[config.mk]
export PLATFORM = sky130hd
export DESIGN_NAME = ag32gbd_ahb_buf_reader_flat
export DESIGN_NICKNAME = d
export VERILOG_FILES = /design/src/rtl/ag32gbd_ahb_buf_reader_if.sv /design/src/rtl/ag32gbd_ahb_buf_reader.sv /design/src/flat_wrapper.sv
export SDC_FILE = /design/constraint.sdc
export NUM_CORES = 1
export LEC_CHECK = 0
export BUFFER_PORTS_ARGS = -buffer_cell sky130_fd_sc_hd__buf_2
export CORE_MARGIN = 2
export CORE_UTILIZATION = 34
export DETAILED_ROUTE_END_ITERATION = 7
export SETUP_SLACK_MARGIN = 0.05
export SLEW_MARGIN = 20
export SYNTH_ARGS = -nofsm -noshare
export SYNTH_HDL_FRONTEND = slang
export SYNTH_SLANG_ARGS = --single-unit
[constraint.sdc]
create_clock -name sys_clock -period 2.1 [get_ports sys_clock]
set_input_delay 0.105 -clock sys_clock [delete_from_list [all_inputs] [get_ports sys_clock]]
set_output_delay 0.105 -clock sys_clock [all_outputs]
set_load 0.01 [all_outputs]
[src/rtl/ag32gbd_ahb_buf_reader_if.sv]
//==============================================================================
// ag32gbd_ahb_buf_reader_if : AHB-Lite bus bundle for the image-buffer reader
// Rev 1.0
//==============================================================================
`default_nettype none

interface ag32gbd_ahb_buf_reader_if;
  logic [1:0]  mem_ahb_htrans;
  logic        mem_ahb_hready;
  logic        mem_ahb_hwrite;
  logic [31:0] mem_ahb_haddr;
  logic [2:0]  mem_ahb_hsize;
  logic [31:0] mem_ahb_hwdata;
  logic        mem_ahb_hreadyout;
  logic        mem_ahb_hresp;
  logic [31:0] mem_ahb_hrdata;

  modport master (
    output mem_ahb_htrans, mem_ahb_hready, mem_ahb_hwrite, mem_ahb_haddr,
           mem_ahb_hsize, mem_ahb_hwdata,
    input  mem_ahb_hreadyout, mem_ahb_hresp, mem_ahb_hrdata
  );

  modport slave (
    input  mem_ahb_htrans, mem_ahb_hready, mem_ahb_hwrite, mem_ahb_haddr,
           mem_ahb_hsize, mem_ahb_hwdata,
    output mem_ahb_hreadyout, mem_ahb_hresp, mem_ahb_hrdata
  );
endinterface

`default_nettype wire

[src/rtl/ag32gbd_ahb_buf_reader.sv]
//==============================================================================
// ag32gbd_ahb_buf_reader : AHB-Lite slave reading the 2bpp image buffer + STATUS/CTRL
// Rev 1.0
//==============================================================================
`default_nettype none

module ag32gbd_ahb_buf_reader #(
  parameter logic [31:0] BASE_ADDR = 32'h6000_0000,
  parameter int          TIMEOUT   = 64
) (
  input  logic                    sys_clock,
  input  logic                    resetn,
  ag32gbd_ahb_buf_reader_if.slave ahb,
  output logic                    RequestReadBuffer,
  output logic [9:0]              ReadBufferOffset,
  input  logic [7:0]              BufferReadResult,
  input  logic                    BufferDataReady,
  input  logic                    Cam_Capture,
  input  logic                    BlockDataReady,
  output logic                    Irq
);

  localparam int c_WAIT_W = $clog2(TIMEOUT);

  typedef enum logic [2:0] {
    S_IDLE = 3'd0,
    S_REG  = 3'd1,
    S_REQ  = 3'd2,
    S_GAP  = 3'd3,
    S_DONE = 3'd4,
    S_ERR1 = 3'd5,
    S_ERR2 = 3'd6
  } state_t;

  state_t              state_q,     state_d;
  logic                hreadyout_q, hreadyout_d;
  logic                hresp_q,     hresp_d;
  logic [31:0]         hrdata_q,    hrdata_d;
  logic                req_q,       req_d;
  logic [9:0]          offset_q,    offset_d;
  logic [31:0]         acc_q,       acc_d;
  logic [1:0]          left_q,      left_d;
  logic [c_WAIT_W-1:0] wait_cnt_q,  wait_cnt_d;
  logic [11:0]         addr_q,      addr_d;
  logic                write_q,     write_d;
  logic                sticky_q,    sticky_d;
  logic [7:0]          blk_cnt_q,   blk_cnt_d;
  logic                irq_en_q,    irq_en_d;
  logic                irq_q,       irq_d;
  logic                blk_prev_q,  blk_prev_d;

  logic        w_rise;
  logic        w_ctrl_wr;
  logic        w_clr;
  logic        w_accept;
  logic        w_buf_rd;
  logic [9:0]  w_start;
  logic [1:0]  w_left;
  logic [31:0] w_acc_next;
  logic [31:0] w_reg_rdata;
  logic        unused_bits;

  assign unused_bits = ^{ahb.mem_ahb_hwdata[31:2], ahb.mem_ahb_htrans[0]};

  assign w_rise    = BlockDataReady & ~blk_prev_q;
  assign w_ctrl_wr = (state_q == S_REG) && write_q && (addr_q == 12'h404);
  assign w_clr     = w_ctrl_wr && ahb.mem_ahb_hwdata[0];

  // A new block edge wins over a simultaneous firmware clear.
  always_comb begin
    sticky_d   = w_rise | (sticky_q & ~w_clr);
    blk_cnt_d  = blk_cnt_q + {7'd0, w_rise};
    irq_en_d   = w_ctrl_wr ? ahb.mem_ahb_hwdata[1] : irq_en_q;
    irq_d      = irq_en_q & sticky_q;
    blk_prev_d = BlockDataReady;
  end

  assign w_accept = ahb.mem_ahb_hready && ahb.mem_ahb_htrans[1] &&
                    (ahb.mem_ahb_haddr[31:12] == BASE_ADDR[31:12]) &&
                    ((state_q == S_IDLE) || (state_q == S_REG) || (state_q == S_DONE));
  assign w_buf_rd = !ahb.mem_ahb_hwrite && (ahb.mem_ahb_haddr[11:10] == 2'b00);

  always_comb begin
    case (ahb.mem_ahb_hsize)
      3'd0:    begin w_start = ahb.mem_ahb_haddr[9:0];                w_left = 2'd0; end
      3'd1:    begin w_start = {ahb.mem_ahb_haddr[9:1], 1'b0};        w_left = 2'd1; end
      default: begin w_start = {ahb.mem_ahb_haddr[9:2], 2'b00};       w_left = 2'd3; end
    endcase
  end

  // Register reads see the post-update values so a pipelined write just before is visible.
  always_comb begin
    case (ahb.mem_ahb_haddr[11:0])
      12'h400: w_reg_rdata = {16'd0, blk_cnt_d, 6'd0, sticky_d, Cam_Capture};
      12'h404: w_reg_rdata = {30'd0, irq_en_d, 1'b0};
      default: w_reg_rdata = 32'd0;
    endcase
  end

  // Aligned accesses never cross a word, so the offset's low bits select the lane.
  assign w_acc_next = acc_q | ({24'd0, BufferReadResult} << {offset_q[1:0], 3'b000});

  always_comb begin
    state_d     = state_q;
    hreadyout_d = hreadyout_q;
    hresp_d     = 1'b0;
    hrdata_d    = hrdata_q;
    req_d       = req_q;
    offset_d    = offset_q;
    acc_d       = acc_q;
    left_d      = left_q;
    wait_cnt_d  = wait_cnt_q;
    addr_d      = addr_q;
    write_d     = write_q;

    case (state_q)
      S_REQ: begin
        if (BufferDataReady) begin
          acc_d = w_acc_next;
          req_d = 1'b0;
          if (left_q == 2'd0) begin
            state_d     = S_DONE;
            hreadyout_d = 1'b1;
            hrdata_d    = w_acc_next;
          end else begin
            state_d = S_GAP;
            left_d  = left_q - 2'd1;
          end
        end else if (wait_cnt_q == c_WAIT_W'(TIMEOUT - 1)) begin
          state_d  = S_ERR1;
          req_d    = 1'b0;
          hresp_d  = 1'b1;
          hrdata_d = 32'd0;
        end else begin
          wait_cnt_d = wait_cnt_q + c_WAIT_W'(1);
        end
      end
      S_GAP: begin
        state_d    = S_REQ;
        req_d      = 1'b1;
        offset_d   = offset_q + 10'd1;
        wait_cnt_d = '0;
      end
      S_ERR1: begin
        state_d     = S_ERR2;
        hresp_d     = 1'b1;
        hreadyout_d = 1'b1;
      end
      S_ERR2: begin
        state_d = S_IDLE;
      end
      default: begin
        state_d = S_IDLE;
        if (w_accept) begin
          addr_d  = ahb.mem_ahb_haddr[11:0];
          write_d = ahb.mem_ahb_hwrite;
          if (w_buf_rd) begin
            state_d     = S_REQ;
            hreadyout_d = 1'b0;
            req_d       = 1'b1;
            offset_d    = w_start;
            left_d      = w_left;
            acc_d       = 32'd0;
            wait_cnt_d  = '0;
          end else begin
            state_d = S_REG;
            if (!ahb.mem_ahb_hwrite) begin
              hrdata_d = w_reg_rdata;
            end
          end
        end
      end
    endcase
  end

  always_ff @(posedge sys_clock or negedge resetn) begin
    if (!resetn) begin
      state_q     <= S_IDLE;
      hreadyout_q <= 1'b1;
      hresp_q     <= 1'b0;
      hrdata_q    <= 32'd0;
      req_q       <= 1'b0;
      offset_q    <= 10'd0;
      acc_q       <= 32'd0;
      left_q      <= 2'd0;
      wait_cnt_q  <= '0;
      addr_q      <= 12'd0;
      write_q     <= 1'b0;
      sticky_q    <= 1'b0;
      blk_cnt_q   <= 8'd0;
      irq_en_q    <= 1'b0;
      irq_q       <= 1'b0;
      blk_prev_q  <= 1'b0;
    end else begin
      state_q     <= state_d;
      hreadyout_q <= hreadyout_d;
      hresp_q     <= hresp_d;
      hrdata_q    <= hrdata_d;
      req_q       <= req_d;
      offset_q    <= offset_d;
      acc_q       <= acc_d;
      left_q      <= left_d;
      wait_cnt_q  <= wait_cnt_d;
      addr_q      <= addr_d;
      write_q     <= write_d;
      sticky_q    <= sticky_d;
      blk_cnt_q   <= blk_cnt_d;
      irq_en_q    <= irq_en_d;
      irq_q       <= irq_d;
      blk_prev_q  <= blk_prev_d;
    end
  end

  assign ahb.mem_ahb_hreadyout = hreadyout_q;
  assign ahb.mem_ahb_hresp     = hresp_q;
  assign ahb.mem_ahb_hrdata    = hrdata_q;
  assign RequestReadBuffer     = req_q;
  assign ReadBufferOffset      = offset_q;
  assign Irq                   = irq_q;

endmodule

`default_nettype wire

[src/flat_wrapper.sv]
// flat-port wrapper written by rule: the top's interface ports become plain ports
module ag32gbd_ahb_buf_reader_flat 
#(
  parameter logic [31:0] BASE_ADDR = 32'h6000_0000,
  parameter int          TIMEOUT   = 64
)
  (sys_clock, resetn, RequestReadBuffer, ReadBufferOffset, BufferReadResult, BufferDataReady, Cam_Capture, BlockDataReady, Irq, ahb_mem_ahb_htrans, ahb_mem_ahb_hready, ahb_mem_ahb_hwrite, ahb_mem_ahb_haddr, ahb_mem_ahb_hsize, ahb_mem_ahb_hwdata, ahb_mem_ahb_hreadyout, ahb_mem_ahb_hresp, ahb_mem_ahb_hrdata);
  ag32gbd_ahb_buf_reader_if ahb_i ();
  input  logic sys_clock;
  input  logic resetn;
  output logic RequestReadBuffer;
  output logic [9:0] ReadBufferOffset;
  input  logic [7:0] BufferReadResult;
  input  logic BufferDataReady;
  input  logic Cam_Capture;
  input  logic BlockDataReady;
  output logic Irq;
  input wire logic [$bits(ahb_i.mem_ahb_htrans)-1:0] ahb_mem_ahb_htrans;
  input wire logic [$bits(ahb_i.mem_ahb_hready)-1:0] ahb_mem_ahb_hready;
  input wire logic [$bits(ahb_i.mem_ahb_hwrite)-1:0] ahb_mem_ahb_hwrite;
  input wire logic [$bits(ahb_i.mem_ahb_haddr)-1:0] ahb_mem_ahb_haddr;
  input wire logic [$bits(ahb_i.mem_ahb_hsize)-1:0] ahb_mem_ahb_hsize;
  input wire logic [$bits(ahb_i.mem_ahb_hwdata)-1:0] ahb_mem_ahb_hwdata;
  output wire logic [$bits(ahb_i.mem_ahb_hreadyout)-1:0] ahb_mem_ahb_hreadyout;
  output wire logic [$bits(ahb_i.mem_ahb_hresp)-1:0] ahb_mem_ahb_hresp;
  output wire logic [$bits(ahb_i.mem_ahb_hrdata)-1:0] ahb_mem_ahb_hrdata;
  assign ahb_i.mem_ahb_htrans = ahb_mem_ahb_htrans;
  assign ahb_i.mem_ahb_hready = ahb_mem_ahb_hready;
  assign ahb_i.mem_ahb_hwrite = ahb_mem_ahb_hwrite;
  assign ahb_i.mem_ahb_haddr = ahb_mem_ahb_haddr;
  assign ahb_i.mem_ahb_hsize = ahb_mem_ahb_hsize;
  assign ahb_i.mem_ahb_hwdata = ahb_mem_ahb_hwdata;
  assign ahb_mem_ahb_hreadyout = ahb_i.mem_ahb_hreadyout;
  assign ahb_mem_ahb_hresp = ahb_i.mem_ahb_hresp;
  assign ahb_mem_ahb_hrdata = ahb_i.mem_ahb_hrdata;
  ag32gbd_ahb_buf_reader #(.BASE_ADDR(BASE_ADDR), .TIMEOUT(TIMEOUT)) u_core (.sys_clock(sys_clock), .resetn(resetn), .ahb(ahb_i), .RequestReadBuffer(RequestReadBuffer), .ReadBufferOffset(ReadBufferOffset), .BufferReadResult(BufferReadResult), .BufferDataReady(BufferDataReady), .Cam_Capture(Cam_Capture), .BlockDataReady(BlockDataReady), .Irq(Irq));
endmodule
### Yosys cells after proc, flatten, opt, wreduce, memory -nomap -nowiden

Cells that the tools add are included.

* register bits after elaboration: 113
* output and inout port bits: 46
* logic and storage cells: 136

* add/sub/neg operators: 4
* eq/ne operators: 21
* shifts and indexed selects: 1
* multiplexer cells: 47
* bitwise gates (word level): 12
* reductions and logical operators: 35

Operator list (number)
* $mux W32: 9
* $pmux W32 S2: 2
* $eq A12 B11 Y1 const B: 3
* $or A32 B32 Y32: 1
* $pmux W16 S2: 1
* $shl A8 B5 Y32: 1
* $mux W6: 4
* $eq A20 B19 Y1 const B: 1
* $mux W10: 2
* $pmux W10 S2: 1
* $pmux W6 S3: 1
* $reduce_and A5 Y1: 3
* $mux W3: 4
* $pmux W2 S2: 3
* $pmux W3 S4: 1
* $reduce_bool A3 Y1: 4
* $mux W1: 11
* $add A10 B1 Y10 const B: 1
* $mux W2: 5
* $ne A2 B2 Y1 const B: 5
* $eq A3 B3 Y1 const B: 3
* $add A8 B1 Y8: 1
* $reduce_and A4 Y1: 2
* $reduce_bool A2 Y1: 4
* 23 further kinds: 47

### Depth between registers and ports, before layout

Gate-level depths: netlist (run 1).

* depth after elaboration: 12
* mapped depth: 8
* depth with buffers taken out: 8

### Worst setup path before layout (run 1)

No wires, ideal clock.

* path kind: register -> register
* from: register u_core.state_q[2]
* to: register u_core.hrdata_q[10], in the netlist u_core.ahb.mem_ahb_hrdata[10]
* library setup time: 0.125 ns
* data arrival time: 1.857 ns
* required time: 1.975 ns
* slack: 0.118 ns
* stages on the path, launching flop included: 7
* buffers on the path: 2
* period minus slack after synthesis: 1.982 ns
* path through: dfrtp_1 -> buf_2 -> or3b_1 -> o32ai_1 -> o21bai_4 -> buf_4 -> mux2_2

* cells in the longest elaborated chain, start to end: 6
* elaborated cells on any way between the ends: 19
* those cells by class: eq/ne: 10; mux: 1; bitwise: 1; reduce/logical: 7

Ends and longest elaborated chain
* from (decl): RTL line ag32gbd_ahb_buf_reader.sv:35 `state_t state_q, state_d;`
* from (signal assigned): RTL line ag32gbd_ahb_buf_reader.sv:195 `state_q <= state_d;`
* $eq A3 B1 Y1 or $logic_not A3 Y1 (tied branches): RTL line ag32gbd_ahb_buf_reader.sv:80 `((state_q == S_IDLE) || (state_q == S_REG) || (state_q == S_DONE));`
* $logic_or A1 B1 Y1 (2 in a row): RTL line ag32gbd_ahb_buf_reader.sv:80
* $logic_and A1 B1 Y1: RTL line ag32gbd_ahb_buf_reader.sv:79 `(ahb.mem_ahb_haddr[31:12] == BASE_ADDR[31:12]) &&`
* $reduce_bool A2 Y1 (no line)
* $reduce_and A6 Y1 (no line)
* to (signal assigned): RTL line ag32gbd_ahb_buf_reader.sv:198 `hrdata_q <= hrdata_d;`
* to (decl): RTL line ag32gbd_ahb_buf_reader.sv:38 `logic [31:0] hrdata_q, hrdata_d;`

Parallel ways exist; a longest one is shown, timed or not.
A chain may end at the register's enable or synchronous reset.

### Worst setup path in the final report (run 1)

* from: register u_core.state_q[2]
* to: register u_core.hrdata_q[7], in the netlist u_core.ahb.mem_ahb_hrdata[7]

The elaborated chain is that of the path after synthesis.

==> summary.md, run 1 <==
| Metric | Value |
|---|---|
| Status | `complete, no violations` |
| Wire per inst | `15.8 um` |
| Register area | `2830 um2` |
| Initial antenna violation count | `0` |
| Crit Path Category | `reg -> reg` |
| Crit path from | `u_core.state_q[2]` |
| Pre-CTS WS | `0.0130 ns` |
| Routed vias | `4253` |
| Final Hold Vio Count | `0` |
| Vias per std cell | `5.11` |
| Vias in the first global route | `4327` |
| Synth top area cells | `dfrtp_1 54%, mux2_2 9.1%, a21oi_1 6.6%, nor2_1 5.2%, o2bb2ai_1 1.4%` |
| Hold Path Origin | `Cam_Capture` |
| Int Power | `4.35 mW` |
| Clock Power Share | `54.3%` |
| Rows | `45` |
| Die span in y | `127 um` |
| Hold Crit Class | `in -> reg` |
| Synth Cell Area | `5170 um2` |
| Worst r2r dst | `u_core.ahb.mem_ahb_hrdata[7]` |
| Ys async rst share | `100%` |
| Startpoint types | `register` |
| Clock Sinks | `113` |
| Clock Tree Buf Depth | `2` |
| Max Freq | `0.493 GHz` |
| Reg power frac | `40.9%` |
| # H-tree levels | `4` |
| CP endpoint kind | `register` |
| Most frequent cells in the layout | `110 x dfrtp_1, 97 x buf_2, 70 x nor2_1, 67 x a21oi_1, 42 x mux2_2` |
| Layout Nets | `721` |
| IR Drop Worst-Case VDD | `0.000572 V` |
| Worst reg2reg path depth | `6` |
| Number of synthesized flops with an enable pin | `0` |
| Die span in x | `127 um` |
| Ys flop type | `dfrtp_1` |
| Unrepaired setup endpoints after global routing | `yes` |
| Setup Skew | `0.00678 ns` |
| Multi-input gate area | `2230 um2` |
| Sw power | `1.24 mW` |
| Post-Syn Area per Cell | `10.7 um2` |
| # diodes | `0` |
| Leading area contributor after synthesis | `dfrtp_1` |
| Gr usage total | `16.7%` |
| GPL Wtd Cong | `0.822` |
| Core Util, Final | `46.6%` |
| Starting Density | `34.4%` |
| Count of max-cap constraint violations | `0` |
| Final Max Tran Viols | `0` |
| Worst R2R Start | `u_core.state_q[2]` |
| DR DRC count | `0` |
| Global route total overflow | `0` |
| Antenna violation net count after detailed routing | `0` |
| Placed Area | `6060 um2` |
| Syn Nets | `574` |
| First-pass GRT wire length | `21400 um` |
| HPWL Detailed | `9260 um` |
| Core area | `15000 um2` |
| Sequential fraction of the synthesis area | `54.7%` |
| Root buffer cell | `clkbuf_16` |
| Number of setup violations in the final report | `0` |
| Share of the synthesized area in the top cell type | `54.2%` |
| Post-route design area | `7000 um2` |
| Synth cell types | `59` |
| Leak | `3.48 nW` |
| Register bit total from synthesis | `113` |
| DRT Pass-1 Iters | `4` |
| Relative max-transition margin | `63.8%` |
| PwrDens | `799 nW/um2` |
| Die area | `16200 um2` |
| Most common cell after layout, fill and taps aside | `dfrtp_1` |
| Yosys Warn Count | `0` |
| Syn-to-layout area delta | `35.5%` |
| Arrival time worst endpoint | `2.32 ns` |
| Port Buffer Count | `98` |
| Net Sw Frac | `22.2%` |
| Drt total wl | `13200 um` |
| Pin count of the biggest net entering global routing | `43` |
| Comb power frac | `4.9%` |
| Cells after Synth | `485` |
| Period utilisation layout | `96.6%` |
| CTS clock-pin slew for the worst setup and hold paths | `0.06 ns` |
| Crit-path max FO | `10` |
| TritonCTS clock tree | `built` |
| Worst endpoint required time | `2.39 ns` |
| Worst skew pair latency | `0.41 ns` |
| Reg-to-reg slack, setup | `0.07 ns` |
| Minimum clock period | `2.03 ns` |
| # IOs | `130` |
| CTS buffer count | `17` |
| Drt initial violations | `266` |
| Share of layout cells above drive strength 1 | `35.2%` |
| Tightest Pin Transition | `0.542 ns` |
| Crit path to | `u_core.ahb.mem_ahb_hrdata[7]` |
| Fillers | `1364` |
| Setup WS post-layout | `0.0718 ns` |
-- layer usage --
metal  global-route usage, %  vias up  routed length (um)
met5                       0        -                   0
met3                    3.98       16                 628
met2                    26.9       92                6420
met4                    5.88        0                 175
li1                        -     2062                   -
met1                    22.2     2083                5970
-- metrics by stage --
step | hold WS (ns) | power, mW | std cells | TNS, ns
CTS | 0.00305 | 5.65 | 824 | 0
finish | 0.0196 | 5.59 | 833 | 0
global placement | 0.106 | 2.56 | 776 | 0
global route | 0.0303 | 5.80 | 833 | -0.000247
floorplan | -0.191 | 2.41 | 485 | 0
detailed placement | 0.119 | 2.57 | 776 | 0
-- logic make-up (layout without fill, tap and decap cells) --
kind of cell,Yosys count,after routing,share of synthesized area [%]
adders and majority gates,5,5,1.21
xor gates and xnor gates,6,6,1.02
DFF,113,113,54.7
and+or+nand+nor,154,154,14.9
muxes,48,48,10.3
buffers and inverters,34,194,2.86
AOI/OAI and AO/OA,125,125,15.0
-- registers in the layout, summed over array words and instances, names as in the netlist --
register                      flops
u_core.acc_q                     32
u_core.ahb.mem_ahb_hrdata        32
u_core.addr_q                    12
u_core.ReadBufferOffset          10
u_core.blk_cnt_q                  8
u_core.wait_cnt_q                 6
u_core.state_q                    3
u_core.left_q                     2
u_core.Irq                        1
u_core.RequestReadBuffer          1
u_core.ahb.mem_ahb_hreadyout      1
u_core.ahb.mem_ahb_hresp          1
u_core.blk_prev_q                 1
u_core.irq_en_q                   1
u_core.sticky_q                   1
u_core.write_q                    1
-- repair_timing --
item,4_1_cts,5_1_grt
hold buffers,16,0
gates cloned,0,1
hold endpoints to repair,52,0
resized for setup,2,13
endpoints found under the setup margin,18,45
buffers inserted,0,8
pin swaps,0,3
-- worst min path at each step --
stage | end | depth (start not counted)
2_1_floorplan | u_core.Irq | 0
3_3_place_gp | u_core.ahb.mem_ahb_hrdata[14] | 1
3_5_place_dp | u_core.ahb.mem_ahb_hrdata[12] | 1
4_1_cts | u_core.ahb.mem_ahb_hrdata[0] | 3
5_1_grt | u_core.ahb.mem_ahb_hrdata[0] | 3
6_report | u_core.ahb.mem_ahb_hrdata[0] | 3
-- synthesized netlist by cell type (all sizes together), types with 4 or more instances --
cell type and n:
nand4 6, a21oi 68, buf 9, a31oi 4
ha 5, o2bb2ai 8, and2 4, inv 11
mux2 43, nor3 11, nor2b 6, a211oi 5
nand3 9, xor2 4, nand2 15, clkbuf 14
mux2i 5, o21ai 11, and3 6, dfrtp 112
nor4 6, nor2 72, a21o 6
-- critical path: stages (launching register included) --
cell and delay [ns]:
dfrtp_2 0.44, or3b_4 0.43, o32ai_2 0.25, o21bai_4 0.17, buf_12 0.14, buf_12 0.14, mux2_2 0.34
-- power groups by stage --
| stage | sequential (mW) | clock, mW | combinational, mW |
|---|---|---|---|
| detailed placement | 2.32 | 0 | 0.245 |
| global placement | 2.32 | 0 | 0.239 |
| finish | 2.29 | 3.04 | 0.271 |
| CTS | 2.29 | 3.09 | 0.272 |
| global route | 2.29 | 3.20 | 0.308 |
| floorplan | 2.32 | 0 | 0.0945 |
-- cell type report --
type	instances	area share [%]
Sequential cell	113	40.4
Multi-Input combinational cell	338	31.9
Timing Repair Buffer	151	14.7
Clock buffer	17	6.07
Tap cell	188	3.36
Clock inverter	15	2.98
Inverter	11	0.589
Note: power is estimated with default switching activity, not from simulation.
==> run 2: changes to the inputs <==
- CELL_PAD_IN_SITES_DETAIL_PLACEMENT: default -> 0
- CELL_PAD_IN_SITES_GLOBAL_PLACEMENT: default -> 1
- PLACE_DENSITY_LB_ADDON: default -> 0.1
==> summary.md, run 2 (same netlist as run 1, synthesis figures left out) <==
| Metric | Value |
|---|---|
| Met3 Use GR | `4.19% (+0.21 points)` |
| GPL Wtd Cong | `0.793 (-3.5%)` |
| DRT Pass-1 Iters | `5 (+1)` |
| Root buffer cell | `clkbuf_16` |
| Pin count of the biggest net entering global routing | `48 (+12%)` |
| Critical path's largest stage delay | `0.45 ns (about the same)` |
| Hold Crit Class | `in -> reg` |
| Routed vias | `4245 (-0.19%)` |
| Die area | `16200 um2 (unchanged)` |
| Unrepaired setup endpoints after global routing | `yes` |
| HPWL Detailed | `9520 um (+2.8%)` |
| GR Util met2 | `26.6% (-0.28 points)` |
| Vias per std cell | `5.11 (about the same)` |
| Buf+Inv Stages, Crit Path | `1 (-1)` |
| Worst r2r dst | `u_core.ahb.mem_ahb_hrdata[3]` |
| Max Freq | `0.489 GHz (-0.88%)` |
| Clock Tree Buf Depth | `2 (unchanged)` |
| Hold Path Origin | `ahb_mem_ahb_hwdata[0]` |
| # H-tree levels | `4 (unchanged)` |
| Die span in y | `127 um (unchanged)` |
| Worst reg2reg path depth | `5 (-1)` |
| Drt total wl | `13700 um (+3.8%)` |
| Core area | `15000 um2 (unchanged)` |
| First-pass GRT wire length | `22200 um (+3.7%)` |
| Reg-to-reg slack, setup | `0.05 ns (-0.02 ns)` |
| CTS clock-pin slew for the worst setup and hold paths | `0.05 ns (about the same)` |
| CTS buffer count | `17 (unchanged)` |
| Final Max Tran Viols | `0 (unchanged)` |
| Worst skew pair latency | `0.42 ns (about the same)` |
| CP endpoint kind | `register` |
| Cell count after placement | `780 (+0.52%)` |
| Layout Nets | `720 (-0.14%)` |
| Crit Path Category | `reg -> reg` |
| Die span in x | `127 um (unchanged)` |
| Worst R2R Start | `u_core.state_q[1]` |
| Tightest Pin Transition | `0.702 ns (+0.160 ns)` |
| Arrival time worst endpoint | `2.35 ns (+0.03 ns)` |
| Final Hold Vio Count | `0 (unchanged)` |
| Hold EP | `u_core.sticky_q` |
| Share of layout cells above drive strength 1 | `34.5% (-0.67 points)` |
| DR DRC count | `0 (unchanged)` |
| Port Buffer Count | `98 (unchanged)` |
| Global route total overflow | `0 (unchanged)` |
| TritonCTS clock tree | `built` |
| Cell Chain, Critical Path | `or3b_4 -> o32ai_2 -> o21bai_4 -> clkbuf_16 -> mux2_2` |
| CP top delay family | `compound AO/OA/AOI/OAI gates` |
| Period utilisation layout | `97.4% (+0.86 points)` |
| Setup TNS | `0 ns (unchanged)` |
| # IOs | `130 (unchanged)` |
| Most Crowded Layer GR | `met2` |
| Slowest-stage cell, CP | `dfrtp_2` |
| Number of setup violations in the final report | `0 (unchanged)` |
| Hold depth | `3 (unchanged)` |
| Rows | `45 (unchanged)` |
| Wire per inst | `16.5 um (+4.1%)` |
| Drt initial violations | `200 (-25%)` |
| Status | `complete, no violations` |
| # diodes | `0 (unchanged)` |
| Setup Skew | `0.00895 ns (+0.00217 ns)` |
| Relative max-transition margin | `53.2% (-11 points)` |
| Startpoint types | `register` |
| Placed Area | `6070 um2 (about the same)` |
| Post-route insts no fill | `831 (-0.24%)` |
| Starting Density | `34.4% (unchanged)` |
| Count of max-cap constraint violations | `0 (unchanged)` |
| Initial antenna violation count | `0 (unchanged)` |
| PwrDens | `791 nW/um2 (-0.92%)` |
| Vias in the first global route | `4257 (-1.6%)` |
| IR Drop Worst-Case VDD | `0.000535 V (-6.6%)` |
| Antenna violation net count after detailed routing | `0 (unchanged)` |
| Hold_ws | `0.0331 ns (+0.0135 ns)` |
| GR met1 Demand/Resource | `24.8% (+2.5 points)` |
| Minimum clock period | `2.05 ns (+0.0180 ns)` |
| Worst endpoint required time | `2.40 ns (about the same)` |
| Most common cell after layout, fill and taps aside | `dfrtp_1` |
| Post-route design area | `7010 um2 (about the same)` |
| Leak | `3.51 nW (+0.96%)` |
| Crit-path max FO | `7 (-3)` |
| Clock Sinks | `113 (unchanged)` |
| Most frequent cells in the layout | `111 x dfrtp_1, 97 x buf_2, 70 x nor2_1, 68 x a21oi_1` |
| Gr usage total | `17.6% (+0.92 points)` |
| Syn-to-layout area delta | `35.6% (about the same)` |
-- run 2: cell count changes in the layout (fill, tap and decap cells not counted), moves of 2 or more --
cell and delta:
mux2_2 -12, mux2_4 +12, clkbuf_8 +4, buf_12 -3, clkinv_4 -3, clkinv_2 +2
clkinvlp_4 -2, inv_6 -2
-- run 2: routing by layer --
metal	wire, um	share of wire (%)
met3	524	3.8
met5	0	0
met1	6790	50
met4	190	1.4
met2	6200	45
-- run 2: final cells by class --
class	count	area, um2
Clock buffer	22	484
Clock inverter	9	130
Fill cell	1409	8030
Inverter	11	41.3
Multi-Input combinational cell	338	2300
Sequential cell	113	2830
Tap cell	188	235
Timing Repair Buffer	150	988
-- run 2: per-stage QoR --
step	utilization, %	worst slack (ns)	total power, mW
4_1_cts	45.8	0.0512	5.61
2_1_floorplan	-	0.118	2.41
3_5_place_dp	40.4	0.0107	2.58
6_report	46.6	0.0538	5.55
3_3_place_gp	40.4	0.0375	2.57
5_1_grt	46.6	-0.00606	5.75
-- run 2: worst max path at each step --
| stage | from | cells after the start | slack (ns) | end |
|---|---|---|---|---|
| after CTS | u_core.state_q[1] | 5 | 0.05 | u_core.ahb.mem_ahb_hrdata[1] |
| after global placement | u_core.state_q[2] | 6 | 0.04 | u_core.ahb.mem_ahb_hrdata[1] |
| after floorplan | u_core.state_q[2] | 6 | 0.12 | u_core.ahb.mem_ahb_hrdata[10] |
| after global routing | u_core.state_q[1] | 5 | -0.006 | u_core.ahb.mem_ahb_hrdata[1] |
| final | u_core.state_q[1] | 5 | 0.05 | u_core.ahb.mem_ahb_hrdata[3] |
| after detailed placement | u_core.state_q[1] | 5 | 0.01 | u_core.ahb.mem_ahb_hrdata[1] |
-- run 2: report_power, final --
part / internal, mW / switching [mW] / leakage (nW)
registers: 2.24 / 0.0452 / 1.50
logic: 0.122 / 0.155 / 1.70
clock network: 1.98 / 1.00 / 0.302
-- run 2: timing repair --
item | 4_1_cts | 5_1_grt
buffers inserted | 1 | 0
gates resized for setup | 5 | 24
endpoints found under the hold margin | 60 | 0
hold buffers | 17 | 0
gates cloned | 0 | 2
setup endpoints to repair | 27 | 51
pin swaps | 3 | 3
-- run 2: worst min-delay path, delay by kind of cell --
family                 cells  cell delay, ns
buffers and inverters      1            0.10
AND/OR/NAND/NOR            1            0.06
AO/OA/AOI/OAI              1            0.14
==> run 3: changes to the inputs <==
- CORE_UTILIZATION: 34 -> 37
==> summary.md, run 3 (same netlist as run 1, synthesis figures left out) <==
| Metric | Value |
|---|---|
| Setup Skew | `0.00834 ns (-0.000611 ns)` |
| Minimum clock period | `2.03 ns (-0.0133 ns)` |
| Global route total overflow | `0 (unchanged)` |
| Setup TNS | `0 ns (unchanged)` |
| Number of setup violations in the final report | `0 (unchanged)` |
| Arrival time worst endpoint | `2.32 ns (-0.03 ns)` |
| Period utilisation layout | `96.8% (-0.63 points)` |
| Worst skew pair latency | `0.41 ns (about the same)` |
| Relative max-transition margin | `60.3% (+7.1 points)` |
| HPWL Detailed | `9340 um (-1.9%)` |
| CP endpoint kind | `register` |
| Clock Sinks | `113 (unchanged)` |
| Post-route insts no fill | `822 (-1.1%)` |
| Register area | `2830 um2 (unchanged)` |
| Worst reg2reg path depth | `7 (+2)` |
| Starting Density | `37.5% (+3.1 points)` |
| Wire per inst | `16.5 um (+0.31%)` |
| PwrDens | `764 nW/um2 (-3.5%)` |
| Tightest Pin Transition | `0.594 ns (-0.108 ns)` |
| Rows | `43 (-4.4%)` |
| TritonCTS clock tree | `built` |
| CTS buffer count | `17 (unchanged)` |
| # H-tree levels | `4 (unchanged)` |
| Worst endpoint required time | `2.39 ns (about the same)` |
| Initial antenna violation count | `0 (unchanged)` |
| Crit path depth | `7 (+2)` |
| Vias in the first global route | `4116 (-3.3%)` |
| Startpoint types | `register` |
| Most frequent cells in the layout | `111 x dfrtp_1, 97 x buf_2, 70 x nor2_1, 67 x a21oi_1, 40 x mux2_2` |
| CP most frequent cell | `buf_12` |
| CTS clock-pin slew for the worst setup and hold paths | `0.05 ns (about the same)` |
| DRT Pass-1 Iters | `4 (-1)` |
| Hold Crit Class | `in -> reg` |
| CP top delay family | `flip-flops` |
| Most common cell after layout, fill and taps aside | `dfrtp_1` |
| Buf+Inv Stages, Crit Path | `2 (+1)` |
| Final Hold Vio Count | `0 (unchanged)` |
| # IOs | `130 (unchanged)` |
| Multi-input gate area | `2280 um2 (-0.65%)` |
| Pin count of the biggest net entering global routing | `43 (-10%)` |
| Critical path's largest stage delay | `0.46 ns (about the same)` |
| Layout Nets | `720 (unchanged)` |
| Fillers | `1307 (-7.2%)` |
| Status | `complete, no violations` |
| Final Max Tran Viols | `0 (unchanged)` |
| Drt initial violations | `296 (+48%)` |
| Leak | `3.48 nW (-0.82%)` |
| Gr usage total | `18.7% (+1.1 points)` |
| Cell Chain, Critical Path | `or3b_4 -> a21oi_2 -> o32ai_2 -> o21bai_4 -> buf_12 -> buf_12 -> mux2_4` |
| Max Freq | `0.492 GHz (+0.66%)` |
| Die span in x | `122 um (-4.0%)` |
| GPL Wtd Cong | `0.767 (-3.4%)` |
| Unrepaired setup endpoints after global routing | `yes` |
| Crit-path max FO | `7 (unchanged)` |
| Cell count after placement | `767 (-1.7%)` |
| Vias per std cell | `5.12 (+0.19%)` |
| Die span in y | `122 um (-4.0%)` |
| Antenna violation net count after detailed routing | `0 (unchanged)` |
| Share of layout cells above drive strength 1 | `34.9% (+0.37 points)` |
| Port Buffer Count | `98 (unchanged)` |
| First-pass GRT wire length | `21500 um (-3.6%)` |
| DR DRC count | `0 (unchanged)` |
| Syn-to-layout area delta | `35.1%` |
| Hold depth | `4 (+1)` |
| Count of max-cap constraint violations | `0 (unchanged)` |
| # diodes | `0 (unchanged)` |
| Slowest-stage cell, CP | `dfrtp_2` |
| Clock Tree Buf Depth | `2 (unchanged)` |
| IR Drop Worst-Case VDD | `0.000538 V (+0.58%)` |
| Drt total wl | `13600 um (-0.77%)` |
| Die area | `14900 um2 (-7.9%)` |
| Crit Path Category | `reg -> reg` |
| Routed vias | `4207 (-0.90%)` |
| Reg-to-reg slack, setup | `0.07 ns (about the same)` |
| Root buffer cell | `clkbuf_16` |
| Core area | `13800 um2 (-8.4%)` |
## run 3: cell types whose count changed in the layout (fill, tap and decap cells not counted), sizes merged
cell	previous run	this run
clkbuf	23	29
clkinv	5	0
bufinv	3	1
dlygate4sd3	17	15
buf	132	133
clkinvlp	1	2
## run 3: stage by stage
step	setup WS [ns]	instance area (um2)	hold slack (ns)	util (%)	power [mW]
3_5_place_dp	-0.00225	6030	0.137	43.8	2.57
6_report	0.0671	6980	0.0286	50.7	5.33
4_1_cts	0.0150	6770	0.00664	49.2	5.40
3_3_place_gp	0.000132	6030	0.126	43.8	2.56
2_1_floorplan	0.118	5170	-0.191	-	2.41
5_1_grt	0.0151	6980	0.0219	50.7	5.58
## run 3: worst paths after layout
path                                 startpoint                             to
setup / recovery              u_core.state_q[1]  u_core.ahb.mem_ahb_hrdata[30]
min in group asynchronous                resetn     u_core.ReadBufferOffset[4]
setup reg to reg              u_core.state_q[1]  u_core.ahb.mem_ahb_hrdata[30]
hold reg to reg                 u_core.acc_q[0]                u_core.acc_q[0]
hold / removal             ahb_mem_ahb_hsize[2]     u_core.ReadBufferOffset[1]
max in group asynchronous                resetn   u_core.ahb.mem_ahb_hreadyout
## run 3: final cells by class
cell class                      count  area share, %
Tap cell                          180           3.22
Inverter                           11          0.591
Timing Repair Buffer              150           14.7
Clock inverter                      3          0.645
Clock buffer                       27           7.63
Multi-Input combinational cell    338           32.7
Sequential cell                   113           40.5
## run 3: per-layer routing
metal / routed length (um) / up-vias / global-route usage [%] / share of wire (%)
li1: - / 2038 / - / -
met1: 6700 / 2081 / 26.5 / 49
met2: 6260 / 81 / 28.3 / 46
met3: 556 / 7 / 4.45 / 4.1
met4: 83 / 0 / 5.89 / 0.61
met5: 0 / - / 0 / 0
## run 3: repair_timing
action / 4_1_cts / 5_1_grt
cloned: 0 / 3
resized for setup: 3 / 20
setup buffers: 0 / 7
hold buffers: 15 / 0
hold endpoints to repair: 54 / 0
setup endpoints to repair: 36 / 45
pin swaps: 1 / 8
## run 3: power by group
part	internal [mW]	switching, mW	leakage (nW)
clock	1.83	0.941	0.278
sequential	2.24	0.0454	1.50
combinational	0.118	0.153	1.70
total	4.19	1.14	3.48
## run 3: worst register-to-register path: stages, from the launching register on
cell and delay [ns]:
dfrtp_2 0.46, or3b_4 0.44, a21oi_2 0.16, o32ai_2 0.09
o21bai_4 0.19, buf_12 0.15, buf_12 0.14, mux2_4 0.30
